File: config.mk
export PLATFORM = sky130hd
export DESIGN_NAME = pc_sequencer
export DESIGN_NICKNAME = d
export VERILOG_FILES = /design/src/rtl/pc_sequencer.sv
export SDC_FILE = /design/constraint.sdc
export NUM_CORES = 1
export LEC_CHECK = 0
export CAP_MARGIN = 20
export CORE_UTILIZATION = 43
export CTS_CLUSTER_DIAMETER = 100
export CTS_CLUSTER_SIZE = 25
export DETAILED_ROUTE_END_ITERATION = 10
export PLACE_DENSITY = 0.78
export SLEW_MARGIN = 20
export SYNTH_ARGS = -nofsm -noshare
export SYNTH_HDL_FRONTEND = slang
export SYNTH_SLANG_ARGS = --single-unit
File: constraint.sdc
create_clock -name clk -period 4.8 [get_ports clk]
set_input_delay 1.44 -clock clk [delete_from_list [all_inputs] [get_ports clk]]
set_output_delay 1.44 -clock clk [all_outputs]
set_load 0.01 [all_outputs]
File: src/rtl/pc_sequencer.sv
// pc_sequencer: owns the program counter, runs the request/acknowledge fetch
// to instruction memory, holds the fetched word while the core executes it,
// and selects the next PC from the core's control outputs.
// Every output is registered and is computed from the next-state values, so
// each output changes on the same edge as the state it reflects.
module pc_sequencer #(
  parameter logic [31:0] RESET_PC = 32'h0000_0000
) (
  input  logic        clk,
  input  logic        rst_n,
  output logic        imem_req,
  output logic [31:0] imem_addr,
  input  logic        imem_ack,
  input  logic [31:0] imem_rdata,
  output logic        instr_valid,
  output logic [31:0] instr,
  output logic [31:0] pc_out,
  output logic [31:0] pc_plus4,
  input  logic        exec_done,
  input  logic        branch_taken,
  input  logic [15:0] branch_imm,
  input  logic        jump,
  input  logic [25:0] jump_idx,
  input  logic        jr,
  input  logic [31:0] jr_addr,
  input  logic        halt,
  output logic        halted,
  output logic        misaligned,
  output logic [31:0] instr_count
);

  typedef enum logic [2:0] {
    IDLE  = 3'd0,
    FETCH = 3'd1,
    EXEC  = 3'd2,
    HALT  = 3'd3,
    ERR   = 3'd4
  } state_t;

  state_t      state_r;
  state_t      state_nxt_s;
  logic [31:0] pc_r;
  logic [31:0] pc_nxt_s;
  logic [31:0] pc_plus4_r;
  logic [31:0] instr_r;
  logic [31:0] instr_nxt_s;
  logic [31:0] count_r;
  logic [31:0] count_nxt_s;
  logic        mis_r;
  logic        mis_nxt_s;
  logic [31:0] target_s;
  logic        imem_req_r;
  logic [31:0] imem_addr_r;
  logic        instr_valid_r;
  logic        halted_r;

  // Next-PC selection: jr beats jump beats a taken branch beats sequential.
  // Branch offsets are in words, so they are sign-extended and scaled by 4;
  // the jump keeps the 256 MB region of the following instruction.
  function automatic logic [31:0] calc_target(
    input logic [31:0] seq_pc,
    input logic        f_jr,
    input logic [31:0] f_jr_addr,
    input logic        f_jump,
    input logic [25:0] f_jump_idx,
    input logic        f_branch,
    input logic [15:0] f_branch_imm
  );
    logic [31:0] result;
    if (f_jr) begin
      result = f_jr_addr;
    end else if (f_jump) begin
      result = {seq_pc[31:28], f_jump_idx, 2'b00};
    end else if (f_branch) begin
      result = seq_pc + {{14{f_branch_imm[15]}}, f_branch_imm, 2'b00};
    end else begin
      result = seq_pc;
    end
    return result;
  endfunction

  // Next-state logic: fetch handshake, instruction retirement, halt and
  // misalignment trapping.
  always_comb begin
    state_nxt_s = state_r;
    pc_nxt_s    = pc_r;
    instr_nxt_s = instr_r;
    count_nxt_s = count_r;
    mis_nxt_s   = mis_r;
    target_s    = calc_target(pc_plus4_r, jr, jr_addr, jump, jump_idx,
                              branch_taken, branch_imm);
    case (state_r)
      IDLE: begin
        state_nxt_s = FETCH;
      end
      FETCH: begin
        if (imem_ack) begin
          instr_nxt_s = imem_rdata;
          state_nxt_s = EXEC;
        end else begin
          state_nxt_s = FETCH;
        end
      end
      EXEC: begin
        if (exec_done) begin
          if (halt) begin
            count_nxt_s = count_r + 32'd1;
            state_nxt_s = HALT;
          end else if (target_s[1:0] != 2'b00) begin
            // Trap without retiring: pc keeps the offending instruction.
            mis_nxt_s   = 1'b1;
            state_nxt_s = ERR;
          end else begin
            pc_nxt_s    = target_s;
            count_nxt_s = count_r + 32'd1;
            state_nxt_s = FETCH;
          end
        end else begin
          state_nxt_s = EXEC;
        end
      end
      HALT: begin
        state_nxt_s = HALT;
      end
      ERR: begin
        state_nxt_s = ERR;
      end
      default: begin
        // Unreachable encodings restart the sequence from a clean state.
        state_nxt_s = IDLE;
      end
    endcase
  end

  // State, PC, instruction and registered outputs; reset overrides everything.
  always_ff @(posedge clk) begin
    if (!rst_n) begin
      state_r       <= IDLE;
      pc_r          <= RESET_PC;
      pc_plus4_r    <= RESET_PC + 32'd4;
      instr_r       <= 32'd0;
      count_r       <= 32'd0;
      mis_r         <= 1'b0;
      imem_req_r    <= 1'b0;
      imem_addr_r   <= 32'd0;
      instr_valid_r <= 1'b0;
      halted_r      <= 1'b0;
    end else begin
      state_r       <= state_nxt_s;
      pc_r          <= pc_nxt_s;
      pc_plus4_r    <= pc_nxt_s + 32'd4;
      instr_r       <= instr_nxt_s;
      count_r       <= count_nxt_s;
      mis_r         <= mis_nxt_s;
      imem_req_r    <= (state_nxt_s == FETCH);
      imem_addr_r   <= (state_nxt_s == FETCH) ? pc_nxt_s : 32'd0;
      instr_valid_r <= (state_nxt_s == EXEC);
      halted_r      <= (state_nxt_s == HALT);
    end
  end

  assign imem_req    = imem_req_r;
  assign imem_addr   = imem_addr_r;
  assign instr_valid = instr_valid_r;
  assign instr       = instr_r;
  assign pc_out      = pc_r;
  assign pc_plus4    = pc_plus4_r;
  assign halted      = halted_r;
  assign misaligned  = mis_r;
  assign instr_count = count_r;

endmodule

Word level (Yosys, flattened, before mapping). Cells that the tools add are included.

Bits in registers: 167. Bits of input ports: 114. Output and inout port bits: 164. Word-level logic and storage cells: 42.

$add $sub $neg: 3. Equal/unequal tests: 8. Muxes and demuxes: 14. Bitwise operators: 1. Reduce and logical (&&, ||, !) cells: 6.

Operator list (count): $mux W32 (9); $add A32 B1 Y32 const B (1); $add A32 B3 Y32 const B (1); $add A32 B32 Y32 (1); $pmux W3 S5 (1); $eq A3 B2 Y1 const B (4); $mux W3 (3); $eq A3 B1 Y1 const B (2); $reduce_and A2 Y1 (2); $reduce_and A4 Y1 (1); $eq A3 B3 Y1 const B (1); $logic_not A3 Y1 (1); $reduce_and A3 Y1 (1); $mux W2 (1); $ne A2 B2 Y1 const B (1); $reduce_bool A2 Y1 (1); $not A1 Y1 (1).

Logic depth before layout (Yosys ltp). Gate-level depths: netlist (run 1).

Word-level depth: 11. Mapped depth: 14. Depth with buffers taken out: 13.

Worst setup path after synthesis (run 1). OpenSTA, ideal clock, no wires.

Kind: in2reg. Start: in branch_imm[0]. End: reg pc_plus4_r[31], in the netlist pc_plus4[31]. Setup time: 121 ps. Data arrival time: 4893 ps. Required time: 4679 ps. Path slack: -213 ps. Stages on the path: 12. Path buffers: 0. Cells stage by stage: ha_1 -> fa_1 -> a21o_1 -> a221oi_2 -> a211o_1 -> nand3_1 -> and2_1 -> o31a_1 -> or3_4 -> or4b_4 -> nor4b_2 -> mux2_2.

Longest elaborated chain between the ends: 9.

Ends and longest elaborated chain: start: declaration (RTL line 21) `input logic [15:0] branch_imm,`; $add A32 B32 Y32 (RTL line 75) `result = seq_pc + {{14{f_branch_imm[15]}}, f_branch_imm, 2'b00};`; $mux W32 (RTL line 74) `end else if (f_branch) begin`; $mux W32 (RTL line 72) `end else if (f_jump) begin`; $mux W32 (RTL line 70) `if (f_jr) begin`; $mux W32 (RTL line 109) `end else if (target_s[1:0] != 2'b00) begin`; $mux W32 (RTL line 106) `if (halt) begin`; $mux W32 (RTL line 105) `if (exec_done) begin`; $mux W32 (RTL line 92) `case (state_r)`; $add A32 B3 Y32 (RTL line 151) `pc_plus4_r <= pc_nxt_s + 32'd4;`; end signal: assignment (RTL line 140) `pc_plus4_r <= RESET_PC + 32'd4;`; end signal: assignment (RTL line 151); end: declaration (RTL line 44) `logic [31:0] pc_plus4_r;`.

No other way between the ends. A chain may end at the register's enable or synchronous reset.

Worst setup path in the final report (run 1). Ends and elaborated chain as after synthesis.

==> impl_results.html, run 1 <==
<table>
<tr><th>Metric</th><th>Value</th></tr>
<tr><th colspan="2">Run status</th></tr>
<tr><td>Outcome</td><td>completed</td></tr>
<tr><th colspan="2">Logic synthesis</th></tr>
<tr><td>Syn avg cell area</td><td>7.90 um2</td></tr>
<tr><td>Portion of the post-synthesis area used by sequential elements</td><td>0.370</td></tr>
<tr><td>Leading area contributor after synthesis</td><td>dfxtp_1</td></tr>
<tr><td>Most frequently used cell type in the post-synthesis netlist</td><td>dfxtp_1</td></tr>
<tr><td>Register bit total from synthesis</td><td>165</td></tr>
<tr><td>Number of distinct library cell variants in the gate-level netlist after synthesis</td><td>79</td></tr>
<tr><td>Cell Area, Synth</td><td>a little under 0.009 mm2</td></tr>
<tr><td>Number of warnings reported in the yosys synthesis log</td><td>0</td></tr>
<tr><td>Top post-synthesis cells by area</td><td>dfxtp_1 (37%), nand2_1 (5.9%), nor2_1 (5.8%), a21oi_1 (5.6%), ha_1 (4.4%)</td></tr>
<tr><td>Share of the synthesized area in the top cell type</td><td>0.370</td></tr>
<tr><td>Post-synth EDFFs</td><td>0</td></tr>
<tr><td>Mapped Cells</td><td>1128</td></tr>
<tr><td>Asr flop ratio synth</td><td>0</td></tr>
<tr><td>Leading register cell type out of synthesis</td><td>dfxtp_1</td></tr>
<tr><td>Most common library cells after synthesis</td><td>dfxtp_1 (165), nand2_1 (140), nor2_1 (137)</td></tr>
<tr><td>Synthesized net count</td><td>approximately 1.3k</td></tr>
<tr><th colspan="2">Clocking</th></tr>
<tr><td>CTS root buffer</td><td>clkbuf_16</td></tr>
<tr><td>Clock latency of the later-clocked register in the worst-skew pair</td><td>430 ps</td></tr>
<tr><td>Number of CTS-inserted buffers</td><td>17</td></tr>
<tr><td>Reg clk slew, reported paths</td><td>70 ps</td></tr>
<tr><td>H-Tree Level Count</td><td>4</td></tr>
<tr><td>Clock Path Buffers</td><td>2</td></tr>
<tr><td>CTS sink count</td><td>165</td></tr>
<tr><td>Clock tree from TritonCTS</td><td>yes</td></tr>
<tr><th colspan="2">GRT</th></tr>
<tr><td>Met2 global-route usage</td><td>0.502</td></tr>
<tr><td>Aggregate global-route resource usage</td><td>0.311</td></tr>
<tr><td>Via count of the first global-routing pass</td><td>9777</td></tr>
<tr><td>Met1 track demand over resource</td><td>0.396</td></tr>
<tr><td>Initial antenna violation count</td><td>1</td></tr>
<tr><td>Maximum number of pins on one net before global-route repair</td><td>65</td></tr>
<tr><td>Wire length of the first global-routing pass</td><td>52200 um</td></tr>
<tr><td>Global routing met3 resource utilization</td><td>0.0765</td></tr>
<tr><td>Most used routing layer in global routing</td><td>met2</td></tr>
<tr><td>Final global-route overflow total</td><td>0</td></tr>
<tr><th colspan="2">Drt</th></tr>
<tr><td>Via Count</td><td>10.2k</td></tr>
<tr><td>Wire length per cell</td><td>approximately 18 um</td></tr>
<tr><td>Via density per instance</td><td>5.52</td></tr>
<tr><td>Number of design rule violations left after detail routing</td><td>0</td></tr>
<tr><td>Routed Antenna Nets</td><td>0</td></tr>
<tr><td>Number of search-and-repair iterations in the first detailed-routing pass</td><td>5</td></tr>
<tr><td>Number of DRC violations after detailed-routing iteration 0</td><td>~700</td></tr>
<tr><td>Total Routed Length</td><td>33800 um</td></tr>
<tr><th colspan="2">Place</th></tr>
<tr><td>Count of port buffers added during placement</td><td>277</td></tr>
<tr><td>Half-perimeter wire length of the detailed placement result</td><td>26300 um</td></tr>
<tr><td>Total cell area at the placement stage</td><td>0.0133 mm2</td></tr>
<tr><td>Placement Setup Slack</td><td>-808 ps</td></tr>
<tr><td>Cell count after placement</td><td>~1.8k</td></tr>
<tr><td>Routability congestion estimate from global placement</td><td>0.996</td></tr>
<tr><th colspan="2">Worst setup path</th></tr>
<tr><td>Worst-case reg-to-reg path depth</td><td>12</td></tr>
<tr><td>Critical path class</td><td>primary input to flop</td></tr>
<tr><td>Worst EP arrival</td><td>5080 ps</td></tr>
<tr><td>Cell family with most CP delay</td><td>simple AND/OR/NAND/NOR gates</td></tr>
<tr><td>Maximum fanout count along the critical path</td><td>4</td></tr>
<tr><td>Worst reg2reg path startpoint</td><td>pc_plus4[2]</td></tr>
<tr><td>Worst path required time</td><td>5110 ps</td></tr>
<tr><td>Highest cell delay on the worst timing path</td><td>around 580 ps</td></tr>
<tr><td>Terminus of the critical flop-to-flop path</td><td>pc_plus4[31]</td></tr>
<tr><td>Category of the worst setup path capture point</td><td>flop</td></tr>
<tr><td>Sort of element at the start of the critical path</td><td>primary input</td></tr>
<tr><td>Slowest stage cell, crit path</td><td>or4b_4</td></tr>
<tr><td>Cells traversed along the worst timing path</td><td>dlygate4sd2_1 -&gt; ha_4 -&gt; fa_2 -&gt; a21o_1 -&gt; a221oi_2 -&gt; a211o_1 -&gt; nand3_2 -&gt; and2_4 -&gt; o31a_1 -&gt; or3_4 -&gt; or4b_4 -&gt; nor4b_4 -&gt; mux2_4</td></tr>
<tr><td>R2R setup slack</td><td>920 ps</td></tr>
<tr><td>Total buffers and inverters traversed by the critical path</td><td>1</td></tr>
<tr><th colspan="2">Layout</th></tr>
<tr><td>Fill cell total of the finished layout</td><td>approximately 1.7k</td></tr>
<tr><td>Share of layout cells above drive strength 1</td><td>0.184</td></tr>
<tr><td>Post-route cell area</td><td>between 0.01 and 0.015 mm2</td></tr>
<tr><td>Area taken by flip-flops and latches</td><td>0.00330 mm2</td></tr>
<tr><td>Nets@finish</td><td>1709</td></tr>
<tr><td>Footprint of the multi-input gates</td><td>0.00557 mm2</td></tr>
<tr><td>Layout overhead on the synthesized area</td><td>59.2%</td></tr>
<tr><td>Layout Cells excl Fill</td><td>1847</td></tr>
<tr><th colspan="2">Timing</th></tr>
<tr><td>Setup repair after global routing missed its margin</td><td>true</td></tr>
<tr><td>Total setup violations reported at the end of the flow</td><td>0</td></tr>
<tr><td>Fmax</td><td>210 MHz</td></tr>
<tr><td>Final setup margin</td><td>34.3 ps</td></tr>
<tr><td>Worst-case hold slack</td><td>453 ps</td></tr>
<tr><td>Count of final hold-check violations</td><td>0</td></tr>
<tr><td>Worst-margin pin slew</td><td>747 ps</td></tr>
<tr><td>Final max-slew violation count</td><td>0</td></tr>
<tr><td>Setup Skew</td><td>13.2 ps</td></tr>
<tr><td>Worst slew margin relative to its limit</td><td>0.502</td></tr>
<tr><td>Min cycle time layout</td><td>4770 ps</td></tr>
<tr><td>Period utilisation layout</td><td>0.993</td></tr>
<tr><th colspan="2">Power</th></tr>
<tr><td>Leakage</td><td>0.00558 uW</td></tr>
<tr><td>Max VDD drop</td><td>0.000235 V</td></tr>
<tr><td>Power spent charging and discharging nets</td><td>approximately 870 uW</td></tr>
<tr><td>Internal power of the cells</td><td>2480 uW</td></tr>
<tr><td>Logic gate share of total power</td><td>0.164</td></tr>
<tr><td>Sequential fraction of design power</td><td>0.424</td></tr>
<tr><td>Cell area power density</td><td>236 mW/mm2</td></tr>
<tr><td>Clock network fraction of total power</td><td>0.412</td></tr>
<tr><td>Switching fraction of total power</td><td>0.259</td></tr>
<tr><td>Overall power</td><td>roughly 3300 uW</td></tr>
<tr><th colspan="2">Hold path</th></tr>
<tr><td>Hold Crit Depth</td><td>2</td></tr>
<tr><td>Hold Path Class</td><td>flop to flop</td></tr>
<tr><td>Worst hold path startpoint</td><td>instr[6]</td></tr>
<tr><td>Hold path endpoint</td><td>instr[6]</td></tr>
<tr><th colspan="2">Die</th></tr>
<tr><td>Count of boundary I/O pins</td><td>278</td></tr>
<tr><td>Floorplan die area</td><td>0.0213 mm2</td></tr>
<tr><td>Starting utilization of the core area</td><td>0.439</td></tr>
<tr><td>Die outline width</td><td>146 um</td></tr>
<tr><td>Count of standard-cell rows</td><td>52</td></tr>
<tr><td>Area of the core</td><td>0.0203 mm2</td></tr>
<tr><td>Height of the die</td><td>146 um</td></tr>
<tr><th colspan="2">Flow run</th></tr>
<tr><td>Maxcap violations</td><td>0</td></tr>
</table>
power groups by stage:
| stage | logic, uW | registers [uW] | clock network, uW |
|---|---|---|---|
| 2_1_floorplan | 216 | 1460 | 0 |
| 3_3_place_gp | 519 | 1450 | 0 |
| 3_5_place_dp | 523 | 1450 | 0 |
| 4_1_cts | 534 | 1420 | 1400 |
| 5_1_grt | 587 | 1420 | 1460 |
| 6_report | 548 | 1420 | 1380 |
cell families (layout without fill, tap and decap cells):
group | Yosys count | after routing | share of synthesized area
AO/OA/AOI/OAI | 297 | 297 | 0.217
XOR/XNOR | 46 | 46 | 0.0452
adder cells (fa/ha/maj) | 32 | 32 | 0.0457
buffers and inverters | 85 | 533 | 0.0386
flip-flops | 165 | 165 | 0.370
multiplexers | 11 | 11 | 0.0126
other | 0 | 1 | 0
AND/OR/NAND/NOR | 492 | 492 | 0.271
metal layers:
metal	vias to the layer above	routed length, um
met1	4775	14100
li1	4909	-
met2	442	15600
met5	-	0
met4	0	1230
met3	72	2850
cell type report:
cell class                      instances  share of cell area
Inverter                               25             0.00670
Sequential cell                       165               0.233
Tap cell                              270              0.0238
Clock buffer                           20              0.0322
Timing Repair Buffer                  476               0.302
Multi-Input combinational cell        878               0.392
Clock inverter                         12             0.00996
Antenna cell                            1            0.000176
per-stage QoR:
| stage | utilization | setup TNS [ps] |
|---|---|---|
| 4_1_cts | 0.695 | 0 |
| 6_report | 0.699 | 0 |
| 3_5_place_dp | 0.655 | -4960 |
| 2_1_floorplan | - | 0 |
| 3_3_place_gp | 0.655 | -4370 |
| 5_1_grt | 0.699 | -9.63 |
flip-flops by register name, indices dropped and copies added (netlist names):
name,cells
imem_req,1
state_r,3
instr,32
pc_plus4,30
instr_count,32
halted,1
instr_valid,1
misaligned,1
imem_addr,32
pc_out,32
cells in the final DEF (no fill, tap or decap), types with 24 or more instances in the layout:
master / count
nand3_1: 36
inv_1: 24
dfxtp_1: 165
buf_4: 195
a21oi_1: 97
clkdlybuf4s50_1: 261
xor2_1: 24
nor3_1: 27
nand2_1: 139
o21ai_0: 46
and3_1: 24
nor2_1: 136
how the worst max path moves through the flow:
stage | from | slack, ps | end | cells past startpoint
floorplan | branch_imm[0] | 20 | pc_plus4[31] | 12
global placement | branch_imm[8] | -700 | pc_plus4[31] | 12
detailed placement | branch_imm[6] | -810 | pc_plus4[31] | 12
CTS | branch_imm[12] | 4 | pc_plus4[31] | 13
global route | branch_imm[8] | -10 | pc_plus4[31] | 13
finish | branch_imm[0] | 30 | pc_plus4[31] | 13
what timing repair did:
item / in CTS / in global routing
pin swaps: 11 / 11
hold buffers: 0 / 0
setup buffers: 4 / 2
setup endpoints to repair: 5 / 6
gates resized for setup: 38 / 19
worst register-to-register path, stage by stage, from the launching register on:
cell	delay [ps]
dfxtp_1	360
ha_4	200
fa_2	400
a21o_1	200
a221oi_2	290
a211o_1	280
nand3_2	110
and2_4	160
o31a_1	260
or3_4	350
or4b_4	580
nor4b_4	270
mux2_4	320
Note: power is estimated with default switching activity, not from simulation.
==> run 2: changes to the inputs <==
--- a/config.mk
+++ b/config.mk
@@ -6,11 +6,12 @@
 export NUM_CORES = 1
 export LEC_CHECK = 0
 export CAP_MARGIN = 20
-export CORE_UTILIZATION = 43
+export CORE_UTILIZATION = 50
 export CTS_CLUSTER_DIAMETER = 100
 export CTS_CLUSTER_SIZE = 25
 export DETAILED_ROUTE_END_ITERATION = 10
-export PLACE_DENSITY = 0.78
+export DONT_BUFFER_PORTS = 1
+export PLACE_DENSITY = 0.68
 export SLEW_MARGIN = 20
 export SYNTH_ARGS = -nofsm -noshare
 export SYNTH_HDL_FRONTEND = slang
==> constraint.sdc (replaced) <==
create_clock -name clk -period 3.9 [get_ports clk]
set_input_delay 1.17 -clock clk [delete_from_list [all_inputs] [get_ports clk]]
set_output_delay 1.17 -clock clk [all_outputs]
set_load 0.01 [all_outputs]
==> run 2 against run 1 <==
  * The flow now finishes with violations (negative setup slack)
  * Clock power increased by 14%
  * Largest cell class unchanged
  * Die area decreased by 14%
  * Sequential power increased by 25%
  * Largest power group unchanged
  * Worst setup slack got worse by 370 ps
  * Critical path type unchanged
==> impl_results.html, run 2 (synthesis gave the netlist of run 1 again) <==
<table>
<tr><th>Metric</th><th>Value</th></tr>
<tr><th colspan="2">Layout</th></tr>
<tr><td>Nets@finish</td><td>1458 (-15%)</td></tr>
<tr><td>Share of layout cells above drive strength 1</td><td>0.232 (+0.0484)</td></tr>
<tr><td>Layout overhead on the synthesized area</td><td>29.0%</td></tr>
<tr><td>Most common library cell in the layout ignoring fill and taps</td><td>buf_4</td></tr>
<tr><td>Most frequent cells in the layout</td><td>buf_4 (218), dfxtp_1 (165), nand2_1 (140)</td></tr>
<tr><th colspan="2">Worst setup path</th></tr>
<tr><td>Highest cell delay on the worst timing path</td><td>540 ps (-40 ps)</td></tr>
<tr><td>Worst path required time</td><td>4240 ps (-870 ps)</td></tr>
<tr><td>Total buffers and inverters traversed by the critical path</td><td>2 (+1)</td></tr>
<tr><td>Crit path top cell by count</td><td>buf_4</td></tr>
<tr><td>Cells traversed along the worst timing path</td><td>ha_4 -&gt; fa_2 -&gt; a21o_1 -&gt; a221oi_2 -&gt; buf_4 -&gt; a211o_1 -&gt; nand3_2 -&gt; and2_4 -&gt; o31a_1 -&gt; or3_4 -&gt; or4b_4 -&gt; buf_4 -&gt; or3b_1 -&gt; a21oi_2</td></tr>
<tr><td>Sort of element at the start of the critical path</td><td>primary input</td></tr>
<tr><td>Cell family with most CP delay</td><td>simple AND/OR/NAND/NOR gates</td></tr>
<tr><td>Maximum fanout count along the critical path</td><td>3 (-1)</td></tr>
<tr><td>Worst EP arrival</td><td>4570 ps (-510 ps)</td></tr>
<tr><td>Category of the worst setup path capture point</td><td>flop</td></tr>
<tr><td>Worst-case reg-to-reg path depth</td><td>14 (+2)</td></tr>
<tr><td>Slowest stage cell, crit path</td><td>or4b_4</td></tr>
<tr><td>Critical path class</td><td>primary input to flop</td></tr>
<tr><td>R2R setup slack</td><td>20 ps (-900 ps)</td></tr>
<tr><td>Stages on the worst setup path</td><td>14 (+1)</td></tr>
<tr><th colspan="2">Drt</th></tr>
<tr><td>Number of design rule violations left after detail routing</td><td>0 (unchanged)</td></tr>
<tr><td>Routed Antenna Nets</td><td>0 (unchanged)</td></tr>
<tr><td>Via Count</td><td>9174 (-10%)</td></tr>
<tr><td>Number of search-and-repair iterations in the first detailed-routing pass</td><td>5 (unchanged)</td></tr>
<tr><td>Number of DRC violations after detailed-routing iteration 0</td><td>735 (+5.3%)</td></tr>
<tr><td>Wire length per cell</td><td>19.9 um (+8.7%)</td></tr>
<tr><td>Total Routed Length</td><td>30900 um (-8.7%)</td></tr>
<tr><td>Via density per instance</td><td>5.91 (+7.1%)</td></tr>
<tr><th colspan="2">Clocking</th></tr>
<tr><td>CTS sink count</td><td>165 (unchanged)</td></tr>
<tr><td>Reg clk slew, reported paths</td><td>70 ps (about the same)</td></tr>
<tr><td>Clock tree from TritonCTS</td><td>yes</td></tr>
<tr><td>Clock latency of the later-clocked register in the worst-skew pair</td><td>420 ps (about the same)</td></tr>
<tr><td>H-Tree Level Count</td><td>4 (unchanged)</td></tr>
<tr><td>Clock Path Buffers</td><td>2 (unchanged)</td></tr>
<tr><td>CTS root buffer</td><td>clkbuf_16</td></tr>
<tr><td>Total of hold buffers inserted after clock tree synthesis</td><td>0 (unchanged)</td></tr>
<tr><td>Number of CTS-inserted buffers</td><td>17 (unchanged)</td></tr>
<tr><th colspan="2">Die</th></tr>
<tr><td>Height of the die</td><td>136 um (-7.2%)</td></tr>
<tr><td>Area of the core</td><td>0.0174 mm2 (-14%)</td></tr>
<tr><td>Floorplan die area</td><td>0.0184 mm2 (-14%)</td></tr>
<tr><td>Starting utilization of the core area</td><td>0.514 (+0.0745)</td></tr>
<tr><td>Count of standard-cell rows</td><td>48 (-7.7%)</td></tr>
<tr><td>Die outline width</td><td>136 um (-7.2%)</td></tr>
<tr><td>Count of boundary I/O pins</td><td>278 (unchanged)</td></tr>
<tr><th colspan="2">Timing</th></tr>
<tr><td>Period utilisation layout</td><td>1.09</td></tr>
<tr><td>Min cycle time layout</td><td>4230 ps</td></tr>
<tr><td>Worst slew margin relative to its limit</td><td>0.419 (-0.0831)</td></tr>
<tr><td>Final max-slew violation count</td><td>0 (unchanged)</td></tr>
<tr><td>Worst-margin pin slew</td><td>871 ps (+124 ps)</td></tr>
<tr><td>Final setup margin</td><td>-332 ps (-366 ps)</td></tr>
<tr><td>Total setup violations reported at the end of the flow</td><td>4 (+4)</td></tr>
<tr><td>Count of final hold-check violations</td><td>0 (unchanged)</td></tr>
<tr><td>Setup Skew</td><td>9.67 ps (-3.50 ps)</td></tr>
<tr><td>Setup repair after global routing missed its margin</td><td>true</td></tr>
<tr><td>Fmax</td><td>236 MHz</td></tr>
<tr><td>Worst-case hold slack</td><td>500 ps (+46.8 ps)</td></tr>
<tr><th colspan="2">Power</th></tr>
<tr><td>Power spent charging and discharging nets</td><td>974 uW (+12%)</td></tr>
<tr><td>Internal power of the cells</td><td>2810 uW (+13%)</td></tr>
<tr><td>Logic gate share of total power</td><td>0.117 (-0.047)</td></tr>
<tr><td>Max VDD drop</td><td>0.000330 V (+40%)</td></tr>
<tr><td>Cell area power density</td><td>329 mW/mm2 (+40%)</td></tr>
<tr><td>Leakage</td><td>0.00472 uW (-15%)</td></tr>
<tr><td>Sequential fraction of design power</td><td>0.467 (+0.043)</td></tr>
<tr><td>Switching fraction of total power</td><td>0.258 (-0.00152)</td></tr>
<tr><td>Clock network fraction of total power</td><td>0.416 (+0.004)</td></tr>
<tr><th colspan="2">GRT</th></tr>
<tr><td>Maximum number of pins on one net before global-route repair</td><td>58 (-11%)</td></tr>
<tr><td>Via count of the first global-routing pass</td><td>8375 (-14%)</td></tr>
<tr><td>Wire length of the first global-routing pass</td><td>46000 um (-12%)</td></tr>
<tr><td>Final global-route overflow total</td><td>0 (unchanged)</td></tr>
<tr><td>Initial antenna violation count</td><td>2 (+1)</td></tr>
<tr><td>Aggregate global-route resource usage</td><td>0.330 (+0.0188)</td></tr>
<tr><th colspan="2">Place</th></tr>
<tr><td>Placement Setup Slack</td><td>-928 ps (-120 ps)</td></tr>
<tr><td>Count of port buffers added during placement</td><td>0 (-100%)</td></tr>
<tr><td>Half-perimeter wire length of the detailed placement result</td><td>24300 um (-7.8%)</td></tr>
<tr><td>Routability congestion estimate from global placement</td><td>0.983 (-1.3%)</td></tr>
<tr><th colspan="2">Run status</th></tr>
<tr><td>Outcome</td><td>complete, but fails checks</td></tr>
<tr><td>Violations in the final reports</td><td>negative setup slack</td></tr>
<tr><th colspan="2">Hold path</th></tr>
<tr><td>Hold Path Class</td><td>flop to flop</td></tr>
<tr><td>Hold Crit Depth</td><td>2 (unchanged)</td></tr>
<tr><th colspan="2">Flow run</th></tr>
<tr><td>Maxcap violations</td><td>0 (unchanged)</td></tr>
</table>
## run 2: worst reg2reg max path: cells and delay by family (launching register included)
kind / cells / cell delay (ps)
fa+ha+maj: 1 / 410
compound gates: 5 / 1050
simple gates: 5 / 1510
flops: 1 / 330
buf+inv: 3 / 470
## run 2: final timing paths
path	startpoint	endpoint
hold reg to reg	instr[26]	instr[26]
setup reg to reg	pc_plus4[3]	pc_plus4[29]
hold / removal	instr[26]	instr[26]
setup / recovery	branch_imm[0]	pc_plus4[29]
## run 2: area by class of cell
cell class	instances	area (um2)
Sequential cell	165	3300
Timing Repair Buffer	225	1740
Fill cell	1493	5860
Antenna cell	2	5.00
Tap cell	225	282
Multi-Input combinational cell	878	5510
Clock buffer	20	437
Inverter	25	95.1
Clock inverter	12	124
## run 2: power by group through the flow
| stage | Sequential (uW) | Combinational (uW) | Clock, uW |
|---|---|---|---|
| finish | 1770 | 443 | 1570 |
| global route | 1770 | 482 | 1660 |
| CTS | 1760 | 434 | 1600 |
| detailed placement | 1800 | 419 | 0 |
| global placement | 1800 | 415 | 0 |
| floorplan | 1790 | 268 | 0 |
## run 2: timing repair
item,in CTS,in global routing
pin swaps,13,4
gates cloned,0,0
gates resized for setup,21,11
buffers inserted,7,1
endpoints found under the setup margin,6,12
## run 2: through the flow
step / TNS (ps) / instances / cell area, um2 / util / power, uW
4_1_cts: -864 / 1549 / 11400 / 0.659 / 3800
5_1_grt: -1290 / 1550 / 11500 / 0.662 / 3910
3_5_place_dp: -7540 / 1510 / 10700 / 0.617 / 2220
6_report: -901 / 1552 / 11500 / 0.662 / 3780
3_3_place_gp: -6860 / 1510 / 10700 / 0.617 / 2220
2_1_floorplan: -2690 / 1128 / 8990 / - / 2060
## run 2: layer usage
| metal | track usage | up-vias | part of all wire |
|---|---|---|---|
| met5 | 0 | - | 0 |
| met4 | 0.109 | 0 | 0.024 |
| met3 | 0.112 | 52 | 0.12 |
| met2 | 0.504 | 436 | 0.44 |
| met1 | 0.433 | 4250 | 0.42 |
| li1 | - | 4436 | - |
==> run 3: changes to the inputs <==
--- a/config.mk
+++ b/config.mk
@@ -5,6 +5,7 @@
 export SDC_FILE = /design/constraint.sdc
 export NUM_CORES = 1
 export LEC_CHECK = 0
+export ABC_AREA = 1
 export CAP_MARGIN = 20
 export CORE_UTILIZATION = 50
 export CTS_CLUSTER_DIAMETER = 100
==> run 3 against run 2 <==
  * The flow now finishes without violations
  * Critical path type unchanged
  * Highest routed layer unchanged
  * Maximum frequency increased by 22%
  * Largest power group unchanged
  * Critical endpoint is now pc_plus4[22]
  * Via count is 6.3% higher
  * Register-to-register slack better by 740 ps
==> impl_results.html, run 3 <==
<table>
<tr><th>Metric</th><th>Value</th></tr>
<tr><th colspan="2">Drt</th></tr>
<tr><td>Top Metal Used</td><td>met4</td></tr>
<tr><td>Wire length the detailed router placed on met1</td><td>12900 um (-0.71%)</td></tr>
<tr><td>Wire length per cell</td><td>16.1 um (-19%)</td></tr>
<tr><td>Number of search-and-repair iterations in the first detailed-routing pass</td><td>5 (unchanged)</td></tr>
<tr><td>DR WL met3</td><td>2280 um (-38%)</td></tr>
<tr><td>Routed Antenna Nets</td><td>0 (unchanged)</td></tr>
<tr><td>Number of design rule violations left after detail routing</td><td>0 (unchanged)</td></tr>
<tr><td>Via Count</td><td>9753 (+6.3%)</td></tr>
<tr><td>Amount of wire on met2 after detailed routing</td><td>14700 um (+8.8%)</td></tr>
<tr><td>Total Routed Length</td><td>30600 um (-0.82%)</td></tr>
<tr><td>Number of DRC violations after detailed-routing iteration 0</td><td>523 (-29%)</td></tr>
<tr><td>Via density per instance</td><td>5.14 (-13%)</td></tr>
<tr><th colspan="2">Clocking</th></tr>
<tr><td>Number of CTS-inserted buffers</td><td>17 (unchanged)</td></tr>
<tr><td>Post-CTS Resized</td><td>0 (-100%)</td></tr>
<tr><td>H-Tree Level Count</td><td>4 (unchanged)</td></tr>
<tr><td>Clock latency of the later-clocked register in the worst-skew pair</td><td>420 ps (about the same)</td></tr>
<tr><td>Total of hold buffers inserted after clock tree synthesis</td><td>0 (unchanged)</td></tr>
<tr><td>Clock Path Buffers</td><td>2 (unchanged)</td></tr>
<tr><td>Clock tree from TritonCTS</td><td>yes</td></tr>
<tr><td>CTS root buffer</td><td>clkbuf_16</td></tr>
<tr><td>Post-CTS repair timing setup buffer count</td><td>0 (-7)</td></tr>
<tr><td>CTS sink count</td><td>165 (unchanged)</td></tr>
<tr><td>Reg clk slew, reported paths</td><td>70 ps (about the same)</td></tr>
<tr><th colspan="2">GRT</th></tr>
<tr><td>Final global-route overflow total</td><td>0 (unchanged)</td></tr>
<tr><td>Via count of the first global-routing pass</td><td>9216 (+10%)</td></tr>
<tr><td>Aggregate global-route resource usage</td><td>0.303 (-0.0262)</td></tr>
<tr><td>Maximum number of pins on one net before global-route repair</td><td>71 (+22%)</td></tr>
<tr><td>Wire length of the first global-routing pass</td><td>47200 um (+2.7%)</td></tr>
<tr><td>Initial antenna violation count</td><td>1 (-1)</td></tr>
<tr><th colspan="2">Timing</th></tr>
<tr><td>Min cycle time layout</td><td>3470 ps (-764 ps)</td></tr>
<tr><td>Setup repair after global routing missed its margin</td><td>false</td></tr>
<tr><td>Worst-case hold slack</td><td>523 ps (+23.3 ps)</td></tr>
<tr><td>Count of final hold-check violations</td><td>0 (unchanged)</td></tr>
<tr><td>Total setup violations reported at the end of the flow</td><td>0 (-4)</td></tr>
<tr><td>Final max-slew violation count</td><td>0 (unchanged)</td></tr>
<tr><td>Setup Skew</td><td>10.2 ps (+0.569 ps)</td></tr>
<tr><td>Fmax</td><td>288 MHz (+22%)</td></tr>
<tr><td>Total negative slack for setup checks</td><td>0 ps (+901 ps)</td></tr>
<tr><td>Worst-margin pin slew</td><td>489 ps (-382 ps)</td></tr>
<tr><td>Worst slew margin relative to its limit</td><td>0.674 (+0.255)</td></tr>
<tr><td>Period utilisation layout</td><td>0.889 (-0.196)</td></tr>
<tr><th colspan="2">Power</th></tr>
<tr><td>Overall power</td><td>3750 uW (-0.76%)</td></tr>
<tr><td>Max VDD drop</td><td>0.000227 V (-31%)</td></tr>
<tr><td>Cell area power density</td><td>348 mW/mm2 (+5.9%)</td></tr>
<tr><td>Leakage</td><td>0.00514 uW (+8.9%)</td></tr>
<tr><th colspan="2">Worst setup path</th></tr>
<tr><td>Critical path startpoint</td><td>branch_imm[0]</td></tr>
<tr><td>Category of the worst setup path capture point</td><td>flop</td></tr>
<tr><td>Sort of element at the start of the critical path</td><td>primary input</td></tr>
<tr><td>Worst path required time</td><td>4210 ps (-30 ps)</td></tr>
<tr><td>Critical path class</td><td>primary input to flop</td></tr>
<tr><td>Worst reg2reg path startpoint</td><td>pc_plus4[2]</td></tr>
<tr><td>Worst EP arrival</td><td>3780 ps (-790 ps)</td></tr>
<tr><td>R2R setup slack</td><td>760 ps (+740 ps)</td></tr>
<tr><td>Maximum fanout count along the critical path</td><td>4 (+1)</td></tr>
<tr><th colspan="2">Flow run</th></tr>
<tr><td>Maxcap violations</td><td>0 (unchanged)</td></tr>
<tr><th colspan="2">Logic synthesis</th></tr>
<tr><td>Portion of the post-synthesis area used by sequential elements</td><td>0.338 (-0.0327)</td></tr>
<tr><td>Simple-Gate Fraction of Synth Area</td><td>0.404 (+0.133)</td></tr>
<tr><td>Xor and xnor fraction of the mapped netlist area</td><td>0.00448 (-0.0407)</td></tr>
<tr><td>Leading area contributor after synthesis</td><td>dfxtp_1</td></tr>
<tr><td>Synthesized net count</td><td>1758 (+38%)</td></tr>
<tr><td>Syn avg cell area</td><td>6.07 um2 (-23%)</td></tr>
<tr><td>Most frequently used cell type in the post-synthesis netlist</td><td>nand2_1</td></tr>
<tr><td>Cell Area, Synth</td><td>0.00978 mm2 (+9.7%)</td></tr>
<tr><td>Largest family of logic cells by synthesized area</td><td>simple AND/OR/NAND/NOR gates</td></tr>
<tr><td>Most common library cells after synthesis</td><td>nand2_1 (467), nor2_1 (295), inv_1 (224)</td></tr>
<tr><td>Number of warnings reported in the yosys synthesis log</td><td>0 (unchanged)</td></tr>
<tr><td>Share of the synthesized area in the top cell type</td><td>0.338 (-0.0327)</td></tr>
<tr><td>Mapped Cells</td><td>1612 (+43%)</td></tr>
<tr><td>Post-synthesis compound-gate area fraction</td><td>0.102 (-0.114)</td></tr>
<tr><td>Top post-synthesis cells by area</td><td>dfxtp_1 (34%), nand2_1 (18%), nor2_1 (11%), inv_1 (8.6%), a21oi_1 (4.9%)</td></tr>
<tr><td>Leading register cell type out of synthesis</td><td>dfxtp_1</td></tr>
<tr><td>Multiplexer area fraction after synthesis</td><td>0 (-0.0126)</td></tr>
<tr><td>Asr flop ratio synth</td><td>0 (unchanged)</td></tr>
<tr><td>Number of distinct library cell variants in the gate-level netlist after synthesis</td><td>48 (-39%)</td></tr>
<tr><td>Adder-Cell Fraction of Synth Area</td><td>0.0417 (-0.00404)</td></tr>
<tr><td>Register bit total from synthesis</td><td>165 (unchanged)</td></tr>
<tr><td>Post-synth EDFFs</td><td>0 (unchanged)</td></tr>
<tr><th colspan="2">Place</th></tr>
<tr><td>Count of port buffers added during placement</td><td>0 (unchanged)</td></tr>
<tr><td>Routability congestion estimate from global placement</td><td>0.986 (+0.34%)</td></tr>
<tr><td>Half-perimeter wire length of the detailed placement result</td><td>24400 um (+0.28%)</td></tr>
<tr><td>Total cell area at the placement stage</td><td>0.0102 mm2 (-4.9%)</td></tr>
<tr><th colspan="2">Run status</th></tr>
<tr><td>Outcome</td><td>completed</td></tr>
<tr><th colspan="2">Die</th></tr>
<tr><td>Count of standard-cell rows</td><td>50 (+4.2%)</td></tr>
<tr><td>Area of the core</td><td>0.0190 mm2 (+9.2%)</td></tr>
<tr><td>Floorplan die area</td><td>0.0201 mm2 (+9.5%)</td></tr>
<tr><td>Count of boundary I/O pins</td><td>278 (unchanged)</td></tr>
<tr><td>Starting utilization of the core area</td><td>0.516 (+0.00221)</td></tr>
<tr><td>Height of the die</td><td>142 um (+4.7%)</td></tr>
<tr><td>Die outline width</td><td>142 um (+4.7%)</td></tr>
<tr><th colspan="2">Layout</th></tr>
<tr><td>Most common library cell in the layout ignoring fill and taps</td><td>nand2_1</td></tr>
<tr><td>Most frequent cells in the layout</td><td>nand2_1 (467), nor2_1 (295), inv_1 (223)</td></tr>
<tr><td>Nets@finish</td><td>1769 (+21%)</td></tr>
<tr><td>Layout overhead on the synthesized area</td><td>10.2%</td></tr>
<tr><td>Post-route cell area</td><td>0.0108 mm2 (-6.3%)</td></tr>
<tr><td>Utilization of the core after routing</td><td>0.569 (-0.0939)</td></tr>
<tr><td>Share of layout cells above drive strength 1</td><td>0.0672 (-0.165)</td></tr>
<tr><th colspan="2">Hold path</th></tr>
<tr><td>Hold Path Class</td><td>flop to flop</td></tr>
<tr><td>Worst hold path startpoint</td><td>misaligned</td></tr>
</table>
run 3: power by group:
part	leakage, uW	switching (uW)	internal [uW]
Combinational	0.00352	224	113
Sequential	0.00134	49.8	1730
Clock	0.000287	780	859
Total	0.00514	1050	2700
run 3: layout make-up:
cell class	count	area, um2
Antenna cell	1	2.50
Clock buffer	17	425
Clock inverter	15	166
Fill cell	1954	8180
Inverter	231	867
Multi-Input combinational cell	1170	5400
Sequential cell	165	3300
Tap cell	260	325
Timing Repair Buffer	38	285
run 3: per-stage QoR:
step                      worst slack (ps)  std cells
after floorplan                        233       1612
after global placement                62.7       1864
after detailed placement              1.15       1864
after CTS                              435       1896
after global routing                   136       1896
final                                  432       1897
run 3: worst paths after layout:
path	endpoint	depth (start not counted)
worst min register to register	misaligned	2
worst max-delay path	pc_plus4[22]	20
worst min-delay path	misaligned	2
worst max register to register	pc_plus4[22]	20
run 3: cell families after synthesis:
group	count (synthesis)
buffers and inverters	277
XOR/XNOR	5
AO/OA/AOI/OAI	190
flip-flops	165
AND/OR/NAND/NOR	943
adder cells (fa/ha/maj)	32
run 3: critical path, stage by stage:
cell	delay [ps]
ha_1	190
fa_1	490
nand2_1	50
nand3_1	80
o211ai_1	80
nand2_1	80
nand2_2	50
nand2_2	70
ha_1	140
inv_1	60
a21oi_1	110
nand2_1	80
nor2_1	120
nand4_1	130
nor2_1	230
nand3_1	160
nor3_2	220
nand2_1	100
o21ai_1	120
nor2_1	40
run 3: metal layers:
| layer | track usage | vias to the layer above |
|---|---|---|
| met2 | 0.536 | 305 |
| li1 | - | 5039 |
| met4 | 0.0979 | 0 |
| met3 | 0.0709 | 45 |
| met5 | 0 | - |
| met1 | 0.362 | 4364 |
